**config.mk**
```make
export PLATFORM = sky130hd
export DESIGN_NAME = datamemory_arbiter_flat
export DESIGN_NICKNAME = d
export VERILOG_FILES = /design/src/rtl/datamemory_arbiter_if.sv /design/src/rtl/datamemory_arbiter.sv /design/src/flat_wrapper.sv
export SDC_FILE = /design/constraint.sdc
export NUM_CORES = 1
export LEC_CHECK = 0
export CAP_MARGIN = 20
export CORE_MARGIN = 4
export CORE_UTILIZATION = 40
export CTS_CLUSTER_SIZE = 12
export DETAILED_ROUTE_END_ITERATION = 6
export PLACE_DENSITY = 0.88
export SYNTH_ARGS = -nofsm -noshare
export SYNTH_HDL_FRONTEND = slang
export SYNTH_SLANG_ARGS = --single-unit
```
**constraint.sdc**
```tcl
create_clock -name clk -period 5.3 [get_ports clk]
set_input_delay 1.06 -clock clk [delete_from_list [all_inputs] [get_ports clk]]
set_output_delay 1.06 -clock clk [all_outputs]
set_load 0.03 [all_outputs]
```
**src/rtl/datamemory_arbiter_if.sv**
```systemverilog
// Bus bundle between the CPU/DMA requesters, the data-memory arbiter and the data memory.
// The master side drives requests and memory read data; the slave side is the arbiter.
interface datamemory_arbiter_if;
  logic        cpu_req;
  logic        cpu_we;
  logic [15:0] cpu_addr;
  logic [15:0] cpu_din;
  logic        cpu_gnt;
  logic        cpu_rvalid;
  logic [15:0] cpu_douta;
  logic [15:0] cpu_doutb;
  logic        dma_req;
  logic        dma_we;
  logic [15:0] dma_addr;
  logic [15:0] dma_din;
  logic        dma_gnt;
  logic        dma_rvalid;
  logic [15:0] dma_dout;
  logic [15:0] mem_addr;
  logic [15:0] mem_din;
  logic        mem_wea;
  logic [15:0] mem_douta;
  logic [15:0] mem_doutb;
  logic        addr_err;

  modport slave (
    input  cpu_req, cpu_we, cpu_addr, cpu_din,
    input  dma_req, dma_we, dma_addr, dma_din,
    input  mem_douta, mem_doutb,
    output cpu_gnt, cpu_rvalid, cpu_douta, cpu_doutb,
    output dma_gnt, dma_rvalid, dma_dout,
    output mem_addr, mem_din, mem_wea, addr_err
  );

  modport master (
    output cpu_req, cpu_we, cpu_addr, cpu_din,
    output dma_req, dma_we, dma_addr, dma_din,
    output mem_douta, mem_doutb,
    input  cpu_gnt, cpu_rvalid, cpu_douta, cpu_doutb,
    input  dma_gnt, dma_rvalid, dma_dout,
    input  mem_addr, mem_din, mem_wea, addr_err
  );
endinterface

```
**src/rtl/datamemory_arbiter.sv**
```systemverilog
// Data-memory arbiter: CPU priority with an anti-starvation wait counter for DMA,
// illegal-address blocking and one-cycle read-response routing to the owning requester.
//
// state     | meaning
// OWN_NONE  | no read response due this cycle
// OWN_CPU   | last cycle granted a CPU read; respond on cpu_* now
// OWN_DMA   | last cycle granted a DMA read; respond on dma_* now
module datamemory_arbiter #(
  parameter int MAX_WAIT = 4
) (
  input  logic                        clk,
  input  logic                        reset,
  datamemory_arbiter_if.slave         bus
);

  typedef enum logic [1:0] {
    OWN_NONE = 2'd0,
    OWN_CPU  = 2'd1,
    OWN_DMA  = 2'd2
  } owner_t;

  localparam logic [3:0] WAIT_LIMIT = 4'(MAX_WAIT);

  owner_t      owner_q;
  logic        legal_q;
  logic        err_q;
  logic [3:0]  wait_cnt;
  logic [15:0] cpu_douta_q;
  logic [15:0] cpu_doutb_q;
  logic [15:0] dma_dout_q;

  logic        cpu_gnt;
  logic        dma_gnt;
  logic        sel_we;
  logic        legal;
  logic [15:0] sel_addr;
  logic [15:0] sel_din;
  logic        cpu_rvalid;
  logic        dma_rvalid;
  logic [15:0] rd_a;
  logic [15:0] rd_b;

  always_comb begin
    cpu_gnt  = 1'b0;
    dma_gnt  = 1'b0;
    if (!reset) begin
      if (bus.dma_req && (wait_cnt == WAIT_LIMIT)) dma_gnt = 1'b1;
      else if (bus.cpu_req)                        cpu_gnt = 1'b1;
      else if (bus.dma_req)                        dma_gnt = 1'b1;
    end
    sel_addr = 16'h0000;
    sel_din  = 16'h0000;
    sel_we   = 1'b0;
    if (cpu_gnt) begin
      sel_addr = bus.cpu_addr;
      sel_din  = bus.cpu_din;
      sel_we   = bus.cpu_we;
    end else if (dma_gnt) begin
      sel_addr = bus.dma_addr;
      sel_din  = bus.dma_din;
      sel_we   = bus.dma_we;
    end
    legal = (sel_addr[15:14] == 2'b00);
  end

  // Reset also masks a response registered just before it was asserted.
  assign cpu_rvalid = (owner_q == OWN_CPU) && !reset;
  assign dma_rvalid = (owner_q == OWN_DMA) && !reset;
  assign rd_a       = legal_q ? bus.mem_douta : 16'h0000;
  assign rd_b       = legal_q ? bus.mem_doutb : 16'h0000;

  always_ff @(posedge clk) begin
    if (reset) begin
      owner_q     <= OWN_NONE;
      legal_q     <= 1'b0;
      err_q       <= 1'b0;
      wait_cnt    <= 4'd0;
      cpu_douta_q <= 16'h0000;
      cpu_doutb_q <= 16'h0000;
      dma_dout_q  <= 16'h0000;
    end else begin
      if (cpu_gnt && !bus.cpu_we)      owner_q <= OWN_CPU;
      else if (dma_gnt && !bus.dma_we) owner_q <= OWN_DMA;
      else                             owner_q <= OWN_NONE;
      legal_q <= legal;
      err_q   <= (cpu_gnt || dma_gnt) && !legal;
      if (bus.dma_req && !dma_gnt)
        wait_cnt <= (wait_cnt == WAIT_LIMIT) ? wait_cnt : wait_cnt + 4'd1;
      else
        wait_cnt <= 4'd0;
      if (cpu_rvalid) begin
        cpu_douta_q <= rd_a;
        cpu_doutb_q <= rd_b;
      end
      if (dma_rvalid) dma_dout_q <= rd_a;
    end
  end

  assign bus.cpu_gnt    = cpu_gnt;
  assign bus.dma_gnt    = dma_gnt;
  assign bus.mem_addr   = sel_addr;
  assign bus.mem_din    = sel_din;
  assign bus.mem_wea    = sel_we && legal;
  assign bus.cpu_rvalid = cpu_rvalid;
  assign bus.dma_rvalid = dma_rvalid;
  assign bus.cpu_douta  = cpu_rvalid ? rd_a : cpu_douta_q;
  assign bus.cpu_doutb  = cpu_rvalid ? rd_b : cpu_doutb_q;
  assign bus.dma_dout   = dma_rvalid ? rd_a : dma_dout_q;
  assign bus.addr_err   = err_q && !reset;

endmodule

```
**src/flat_wrapper.sv**
```systemverilog
// flat-port wrapper written by rule: the top's interface ports become plain ports
module datamemory_arbiter_flat 
#(
  parameter int MAX_WAIT = 4
)
  (clk, reset, bus_cpu_req, bus_cpu_we, bus_cpu_addr, bus_cpu_din, bus_dma_req, bus_dma_we, bus_dma_addr, bus_dma_din, bus_mem_douta, bus_mem_doutb, bus_cpu_gnt, bus_cpu_rvalid, bus_cpu_douta, bus_cpu_doutb, bus_dma_gnt, bus_dma_rvalid, bus_dma_dout, bus_mem_addr, bus_mem_din, bus_mem_wea, bus_addr_err);
  datamemory_arbiter_if bus_i ();
  input  logic clk;
  input  logic reset;
  input wire logic [$bits(bus_i.cpu_req)-1:0] bus_cpu_req;
  input wire logic [$bits(bus_i.cpu_we)-1:0] bus_cpu_we;
  input wire logic [$bits(bus_i.cpu_addr)-1:0] bus_cpu_addr;
  input wire logic [$bits(bus_i.cpu_din)-1:0] bus_cpu_din;
  input wire logic [$bits(bus_i.dma_req)-1:0] bus_dma_req;
  input wire logic [$bits(bus_i.dma_we)-1:0] bus_dma_we;
  input wire logic [$bits(bus_i.dma_addr)-1:0] bus_dma_addr;
  input wire logic [$bits(bus_i.dma_din)-1:0] bus_dma_din;
  input wire logic [$bits(bus_i.mem_douta)-1:0] bus_mem_douta;
  input wire logic [$bits(bus_i.mem_doutb)-1:0] bus_mem_doutb;
  output wire logic [$bits(bus_i.cpu_gnt)-1:0] bus_cpu_gnt;
  output wire logic [$bits(bus_i.cpu_rvalid)-1:0] bus_cpu_rvalid;
  output wire logic [$bits(bus_i.cpu_douta)-1:0] bus_cpu_douta;
  output wire logic [$bits(bus_i.cpu_doutb)-1:0] bus_cpu_doutb;
  output wire logic [$bits(bus_i.dma_gnt)-1:0] bus_dma_gnt;
  output wire logic [$bits(bus_i.dma_rvalid)-1:0] bus_dma_rvalid;
  output wire logic [$bits(bus_i.dma_dout)-1:0] bus_dma_dout;
  output wire logic [$bits(bus_i.mem_addr)-1:0] bus_mem_addr;
  output wire logic [$bits(bus_i.mem_din)-1:0] bus_mem_din;
  output wire logic [$bits(bus_i.mem_wea)-1:0] bus_mem_wea;
  output wire logic [$bits(bus_i.addr_err)-1:0] bus_addr_err;
  assign bus_i.cpu_req = bus_cpu_req;
  assign bus_i.cpu_we = bus_cpu_we;
  assign bus_i.cpu_addr = bus_cpu_addr;
  assign bus_i.cpu_din = bus_cpu_din;
  assign bus_i.dma_req = bus_dma_req;
  assign bus_i.dma_we = bus_dma_we;
  assign bus_i.dma_addr = bus_dma_addr;
  assign bus_i.dma_din = bus_dma_din;
  assign bus_i.mem_douta = bus_mem_douta;
  assign bus_i.mem_doutb = bus_mem_doutb;
  assign bus_cpu_gnt = bus_i.cpu_gnt;
  assign bus_cpu_rvalid = bus_i.cpu_rvalid;
  assign bus_cpu_douta = bus_i.cpu_douta;
  assign bus_cpu_doutb = bus_i.cpu_doutb;
  assign bus_dma_gnt = bus_i.dma_gnt;
  assign bus_dma_rvalid = bus_i.dma_rvalid;
  assign bus_dma_dout = bus_i.dma_dout;
  assign bus_mem_addr = bus_i.mem_addr;
  assign bus_mem_din = bus_i.mem_din;
  assign bus_mem_wea = bus_i.mem_wea;
  assign bus_addr_err = bus_i.addr_err;
  datamemory_arbiter #(.MAX_WAIT(MAX_WAIT)) u_core (.clk(clk), .reset(reset), .bus(bus_i));
endmodule
```
## Word-level counts from Yosys, hierarchy flattened

Index checks and enable logic that the tools add are counted.

- Input port bits: 102
- RAM bits: 0
- Memories: 0
- Latch bits: 0
- Flip-flop bits (word level): 56
- Logic and storage cells: 51
- ROM bits: 0

- Shift-type cells: 0
- Order comparisons: 0
- Equality and inequality tests: 3
- Divide/modulo/power cells: 0
- Multiplexer cells: 20
- Add/subtract/negate cells: 1
- Bitwise gates (word level): 1
- Reductions and logical operators: 18
- $mul: 0

Operator list:

| operator | count |
|---|---|
| 16-bit 2-to-1 mux | 9 |
| 1-bit 2-to-1 mux | 10 |
| 1-bit logical AND | 9 |
| 1-bit logical NOT | 5 |
| 4-bit by 1-bit adder with 4-bit output, second input constant | 1 |
| 4-bit by 3-bit == test with 1-bit output, second input constant | 1 |
| 2-bit OR reduction | 2 |
| 2-bit by 1-bit == test with 1-bit output, second input constant | 1 |
| 2-bit == test, second input constant | 1 |
| 2-bit logical NOT | 1 |
| 2-bit 2-to-1 mux | 1 |
| 1-bit logical OR | 1 |
| 1-bit inverter | 1 |

## Logic depth before layout (Yosys ltp)

Gate-level depths: netlist (run 1).

- Word-level depth: 9
- Mapped depth: 7
- Gate-level depth less buffers: 5

## Least setup slack after synthesis (run 1)

No wires, ideal clock.

- Path type: input port to output port
- From: in bus_dma_req
- To: out bus_mem_wea
- Arrival: 2488 ps
- Data required time: 4240 ps
- Buffers on the path: 1
- Stages: 4
- Path slack: 1752 ps
- Path through: and4b_1 > clkbuf_1 > or3b_1 > a211oi_1

- Word-level cells in the longest chain between the ends: 8
- Elaborated cells between the ends (all ways): 13
- Classes of those cells: mux: 10; reduce/logical: 3

RTL lines:

| element | line | source |
|---|---|---|
| from (decl) | flat_wrapper.sv:14 | `input wire logic [$bits(bus_i.dma_req)-1:0] bus_dma_req;` |
| 1-bit 2-to-1 mux | datamemory_arbiter.sv:49 | `else if (bus.dma_req) dma_gnt = 1'b1;` |
| 1-bit 2-to-1 mux | datamemory_arbiter.sv:48 | `else if (bus.cpu_req) cpu_gnt = 1'b1;` |
| 1-bit 2-to-1 mux | datamemory_arbiter.sv:47 | `if (bus.dma_req && (wait_cnt == WAIT_LIMIT)) dma_gnt = 1'b1;` |
| 1-bit 2-to-1 mux | datamemory_arbiter.sv:46 | `if (!reset) begin` |
| 16-bit 2-to-1 mux | datamemory_arbiter.sv:58 | `end else if (dma_gnt) begin` |
| 16-bit 2-to-1 mux | datamemory_arbiter.sv:54 | `if (cpu_gnt) begin` |
| 2-bit logical NOT | datamemory_arbiter.sv:63 | `legal = (sel_addr[15:14] == 2'b00);` |
| 1-bit logical AND * | datamemory_arbiter.sv:103 | `assign bus.mem_wea = sel_we && legal;` |
| to (decl) | flat_wrapper.sv:29 | `output wire logic [$bits(bus_i.mem_wea)-1:0] bus_mem_wea;` |

Mark *: on every way between the ends. The rest lies on a longest branch, timed or not.

## Worst setup path after layout (run 1)

- From: in bus_dma_req
- To: out bus_mem_din[5]

- Word-level cells in the longest chain between the ends: 6
- Elaborated cells between the ends (all ways): 9
- Classes of those cells: mux: 8; reduce/logical: 1

RTL lines:

| element | line | source |
|---|---|---|
| 1-bit 2-to-1 mux | datamemory_arbiter.sv:49 |  |
| 1-bit 2-to-1 mux | datamemory_arbiter.sv:48 |  |
| 1-bit 2-to-1 mux | datamemory_arbiter.sv:47 |  |
| 1-bit 2-to-1 mux | datamemory_arbiter.sv:46 |  |
| 16-bit 2-to-1 mux | datamemory_arbiter.sv:58 |  |
| 16-bit 2-to-1 mux * | datamemory_arbiter.sv:54 |  |
| to (decl) | flat_wrapper.sv:28 | `output wire logic [$bits(bus_i.mem_din)-1:0] bus_mem_din;` |

Marks and branches as above.

==> results.cfg, run 1 <==
[run_status]
status = finished, final reports clean

[worst_setup_path]
arrival_ps = 3190
worstSetupPathType = in2out
worstRegToRegCells = 6
cp.required_ps = 4240
r2r_start = u_core.wait_cnt[0]$_SDFFE_PP0P_
r2r_slack_ps = 3680
crit_path_start_kind = input pin
worst-path-max-fanout = 35
r2r_end = u_core.err_q$_SDFF_PP0_
crit_path_end_kind = output pin

[clock_network]
clock_path_buffers = 2
cts_made_buffers = 5
clk_latency_ps = 290
cts_tree = yes
path_clk_slew_ps = 90
cts.repair.resized = 0
cts_root_buf = clkbuf_8
post_cts_buffers = 0
holdBufCountCts = 0
cts.htree.levels = 2
clkSinkCount = 56

[yosys]
syn_area_um2 = 2930
avgSynthCellArea_um2 = 8.41
synth.distinct_cells = 33
ys_seq_elements = 56
synth_seq_area_share_pct = 38.3
synth_nets = 452
yosys_warnings = 0
synthCells = 348

[layout]
fin_cells = 616
syn2layout_area_growth_pct = 66.2
num_antenna_cells = 0
drive_above_1_share_pct = 13.7
final_core_util_pct = 70.1
fin_nets = 623

[pwr]
vdd_ir_drop_max_uv = 102
swShare_pct = 26.8
p_total_uw = 891
power_switching_uw = 238
p_clk_share_pct = 26.1
combinationalPowerShare_pct = 25.6
internal_power_uw = 652
leakagePower_uw = 0.00191
p_per_area_nw_per_um2 = 183
seq_power_share_pct = 48.3

[global_route]
grt_usage_pct = 20.6
grt_max_degree = 49
first_global_vias = 3094
gr-total-overflow = 0
grt_pass1_wl_um = 14500
antenna_found_initial = 0

[min_path]
hold_start = u_core.cpu_douta_q[15]$_SDFF_PP0_
hold_path_class = reg2reg
worstHoldEndpoint = u_core.cpu_douta_q[15]$_SDFF_PP0_
hold_depth = 2

[job]
cap_violations = 0

[die]
start_util_pct = 42.2
core_um2 = 6940
fp.dieW_um = 93.6
die_h_um = 93.6
ios = 188
std_cell_rows = 30
die_area_um2 = 8750

[timing]
finalSetupTns_ps = 0
hold_viol = 0
worstMarginPinSlew_ps = 645
slew_headroom_pct = 57.0
drv_slew = 0
timing.fmax_ghz = 0.235
rsz0062_at_grt = false
final.period_utilization_pct = 80.2
period_minus_slack_ps = 4250
setup_viol = 0
setup_ws_ps = 1050
skew_ps = 4.54

[route]
first_pass_iters = 5
vias = 3151
via_per_inst = 5.12
routed_wirelength_um = 9440
drt_iter0_drc = 93
detail_route.wl_per_cell_um = 15.3
final_antenna_net_count = 0
drc_errors = 0

[place]
place.gp.congestion = 0.794
place_hpwl_um = 7380
post-place-ws_ps = 991
io_buffers = 187
dp.cells = 607
## layout make-up
cell class / count / area (µm²)
fill: 559 / 2080
multi-input combinational: 258 / 1580
tap: 96 / 120
sequential: 56 / 1120
clock buffer: 8 / 90.1
timing repair buffer: 192 / 1920
inverter: 6 / 32.5
## layer usage
metal | global-route usage (%) | vias to the layer above | share of wire [%]
met4 | 7.58 | 0 | 3.3
li1 | - | 1548 | -
met1 | 21.4 | 1427 | 37
met3 | 6.11 | 22 | 8.1
met2 | 38.8 | 154 | 51
met5 | 0 | - | 0
## Yosys cell counts
cell / count / area share, %
nand2_1: 96 / 12
dfxtp_1: 56 / 38
a22o_1: 33 / 9.9
nand3_2: 30 / 10
a21oi_1: 27 / 4.6
a21oi_2: 22 / 6.6
nand3_1: 20 / 3.4
buf_2: 9 / 1.5
clkbuf_1: 8 / 1.0
nor2_1: 6 / 0.77
buf_1: 4 / 0.51
inv_1: 4 / 0.51
o21ai_0: 4 / 0.68
nor2b_1: 3 / 0.64
or3b_1: 3 / 0.90
buf_12: 2 / 1.4
buf_6: 2 / 0.77
buf_8: 2 / 1.0
ha_1: 2 / 0.85
or2_2: 2 / 0.43
a211oi_1: 1 / 0.26
a21boi_2: 1 / 0.38
and4b_1: 1 / 0.34
buf_4: 1 / 0.26
clkinv_4: 1 / 0.30
inv_6: 1 / 0.30
mux2i_1: 1 / 0.34
nand2b_1: 1 / 0.21
nand3b_1: 1 / 0.26
nor2_2: 1 / 0.21
nor3_1: 1 / 0.17
o221ai_1: 1 / 0.30
xnor2_1: 1 / 0.30
## power by group through the flow
stage          combinational, µW  sequential, µW  clock (µW)
3_5_place_dp                 221             446           0
4_1_cts                      221             436         237
2_1_floorplan                103             436           0
5_1_grt                      240             431         254
3_3_place_gp                 218             445           0
6_report                     228             430         233
## state kept, by name, summed over array words and instances (netlist names)
| register | count |
|---|---|
| u_core.wait_cnt | 4 |
| u_core.err_q | 1 |
| u_core.legal_q | 1 |
| u_core.owner_q | 2 |
| u_core.dma_dout_q | 16 |
| u_core.cpu_douta_q | 16 |
| u_core.cpu_doutb_q | 16 |
## stage by stage
step | hold slack (ps) | area [µm²]
after floorplan | 430 | 2930
after global placement | 442 | 4760
after detailed placement | 456 | 4760
after CTS | 469 | 4850
after global routing | 483 | 4870
final | 468 | 4870
## worst max path at each step
stage          slack, ps                to        start  cells after the start
6_report            1050    bus_mem_din[5]  bus_dma_req                      6
5_1_grt              910       bus_mem_wea  bus_cpu_req                      5
4_1_cts             1000  bus_dma_dout[15]        reset                      6
3_5_place_dp         990  bus_dma_dout[15]        reset                      6
3_3_place_gp        1020  bus_dma_dout[15]        reset                      6
2_1_floorplan       1750       bus_mem_wea  bus_dma_req                      4
## critical path, stage by stage
cell and delay (ps):
clkdlybuf4s50_1 520, nor2b_1 190, a21boi_2 170, buf_4 340, a22o_1 220, clkdlybuf4s50_1 690
## cell usage in the layout, fill, tap and decap left out, drive strengths merged, types with 2 or more instances in the layout
| master | instances |
|---|---|
| dfxtp | 56 |
| nor2b | 3 |
| clkbuf | 8 |
| buf | 6 |
| clkdlybuf4s50 | 186 |
| a21oi | 49 |
| o21ai | 4 |
| inv | 5 |
| a22o | 33 |
| or2 | 2 |
| ha | 2 |
| nand3 | 50 |
| or3b | 3 |
| nor2 | 7 |
| nand2 | 96 |
## logic make-up (layout without fill, tap and decap cells)
kind of cell / after synthesis / after routing / synth area share, %
flip-flops: 56 / 56 / 38.3
adder cells (fa/ha/maj): 2 / 2 / 0.855
buffers and inverters: 34 / 206 / 7.61
AO/OA/AOI/OAI: 89 / 89 / 22.7
XOR/XNOR: 1 / 1 / 0.299
AND/OR/NAND/NOR: 165 / 165 / 29.9
multiplexers: 1 / 1 / 0.342
Power figures use the tool's default switching activity.
==> run 2, diff against run 1 <==
--- a/config.mk
+++ b/config.mk
@@ -7,10 +7,10 @@
 export LEC_CHECK = 0
 export CAP_MARGIN = 20
 export CORE_MARGIN = 4
-export CORE_UTILIZATION = 40
+export CORE_UTILIZATION = 33
 export CTS_CLUSTER_SIZE = 12
 export DETAILED_ROUTE_END_ITERATION = 6
-export PLACE_DENSITY = 0.88
+export PLACE_DENSITY = 0.78
 export SYNTH_ARGS = -nofsm -noshare
 export SYNTH_HDL_FRONTEND = slang
 export SYNTH_SLANG_ARGS = --single-unit
==> constraint.sdc (replaced) <==
create_clock -name clk -period 3.85 [get_ports clk]
set_input_delay 0.77 -clock clk [delete_from_list [all_inputs] [get_ports clk]]
set_output_delay 0.77 -clock clk [all_outputs]
set_load 0.03 [all_outputs]
==> run 2 against run 1 <==
Count of clock-buffer cells in the layout decreased by 2; design area decreased by 0.77%; die area increased by 19%; sequential power increased by 38%; critical path depth decreased by 1; combinational power increased by 36%; sequential share of layout area increased by 0.18 points; worst setup slack got worse by 770 ps; critical endpoint is now bus_mem_wea; highest routed layer unchanged; cell count increased by 2.3%; wire length decreased by 0.40%.
==> results.cfg, run 2 (synthesized netlist as in run 1, its figures left out) <==
[run_status]
status = finished, final reports clean

[route]
via_per_inst = 4.96
drc_errors = 0
routed_wirelength_um = 9400
drt_iter0_drc = 127
first_pass_iters = 4
detail_route.wl_per_cell_um = 14.9
final_antenna_net_count = 0
vias = 3127

[timing]
finalSetupTns_ps = 0
rsz0062_at_grt = false
hold_viol = 0
skew_ps = 4.16
timing.fmax_ghz = 0.280
setup_viol = 0
worstMarginPinSlew_ps = 599
final.period_utilization_pct = 92.6
slew_headroom_pct = 60.1
period_minus_slack_ps = 3570
drv_slew = 0

[clock_network]
cts.repair.resized = 0
cts_root_buf = clkbuf_8
path_clk_slew_ps = 80
holdBufCountCts = 0
post_cts_buffers = 0
clkSinkCount = 56
clock_path_buffers = 2
cts_made_buffers = 5
cts_tree = yes
clk_latency_ps = 290
cts.htree.levels = 2

[pwr]
vdd_ir_drop_max_uv = 147
p_per_area_nw_per_um2 = 248
leakagePower_uw = 0.00198
p_total_uw = 1200

[layout]
syn2layout_area_growth_pct = 64.9
num_antenna_cells = 0
fin_nets = 626
drive_above_1_share_pct = 20.9
largestRegisters = u_core.cpu_douta_q: 16 flops, u_core.cpu_doutb_q: 16 flops, u_core.dma_dout_q: 16 flops
layout_commonest_cell = clkdlybuf4s50_1
mostFrequentLayoutCells = 151 x clkdlybuf4s50_1, 96 x nand2_1, 55 x dfxtp_1

[die]
die_area_um2 = 10400
std_cell_rows = 34
core_um2 = 8680
start_util_pct = 33.7
ios = 188
fp.dieW_um = 102
die_h_um = 102

[global_route]
grt_pass1_wl_um = 14800
grt_usage_pct = 17.5
first_global_vias = 3193
antenna_found_initial = 0
grt_max_degree = 35
gr-total-overflow = 0

[place]
place.gp.congestion = 0.810
io_buffers = 187
place_hpwl_um = 7390

[worst_setup_path]
cp.required_ps = 3080
worst-path-max-fanout = 6
worstSetupPathType = in2out
crit_path_start_kind = input pin
arrival_ps = 2800
crit_path_end_kind = output pin

[job]
cap_violations = 0

[min_path]
hold_path_class = reg2reg
==> run 2: per-stage QoR <==
step | cells | worst slack [ps] | instance area (µm²) | utilization [%] | hold slack (ps)
after floorplan | 348 | 882 | 2930 | - | 430
after global placement | 623 | 233 | 4750 | 54.7 | 439
after detailed placement | 623 | 268 | 4750 | 54.7 | 458
after CTS | 630 | 265 | 4830 | 55.6 | 471
after global routing | 630 | 198 | 4830 | 55.6 | 488
final | 630 | 285 | 4830 | 55.6 | 469
==> run 2: routing by layer <==
metal / vias to the layer above / global-route usage [%] / part of all wire [%]
met1: 1423 / 19.4 / 37
met2: 136 / 32.6 / 51
li1: 1553 / - / -
met5: - / 0 / 0
met4: 0 / 5.55 / 2.1
met3: 15 / 4.44 / 9.1
==> run 2: critical path, stage by stage <==
cell	delay [ps]
clkdlybuf4s50_1	450
and4b_1	270
or3b_1	380
a211oi_1	210
clkdlybuf4s50_1	710
==> run 2: worst paths after layout <==
kind                                    start                               end  slack [ps]  cells past startpoint
max                               bus_dma_req                       bus_mem_wea         280                      5
min          u_core.cpu_doutb_q[1]$_SDFF_PP0_  u_core.cpu_doutb_q[1]$_SDFF_PP0_         470                      2
max reg2reg   u_core.wait_cnt[0]$_SDFFE_PP0P_      u_core.owner_q[1]$_SDFF_PP0_        2200                      6
min reg2reg  u_core.cpu_doutb_q[1]$_SDFF_PP0_  u_core.cpu_doutb_q[1]$_SDFF_PP0_         470                      2
==> run 2: area by class of cell <==
cell class / count / area (µm²)
repair buffers: 195 / 1880
fillers: 809 / 3850
inverters: 6 / 32.5
well taps: 108 / 135
flip-flops and latches: 56 / 1120
clock inverters: 1 / 5.00
clock buffers: 6 / 72.6
multi-input cells: 258 / 1580
==> run 2: power by group <==
group	internal [µW]	total [µW]	switching (µW)
clock network	124	293	169
logic	162	310	148
registers	585	593	8.45
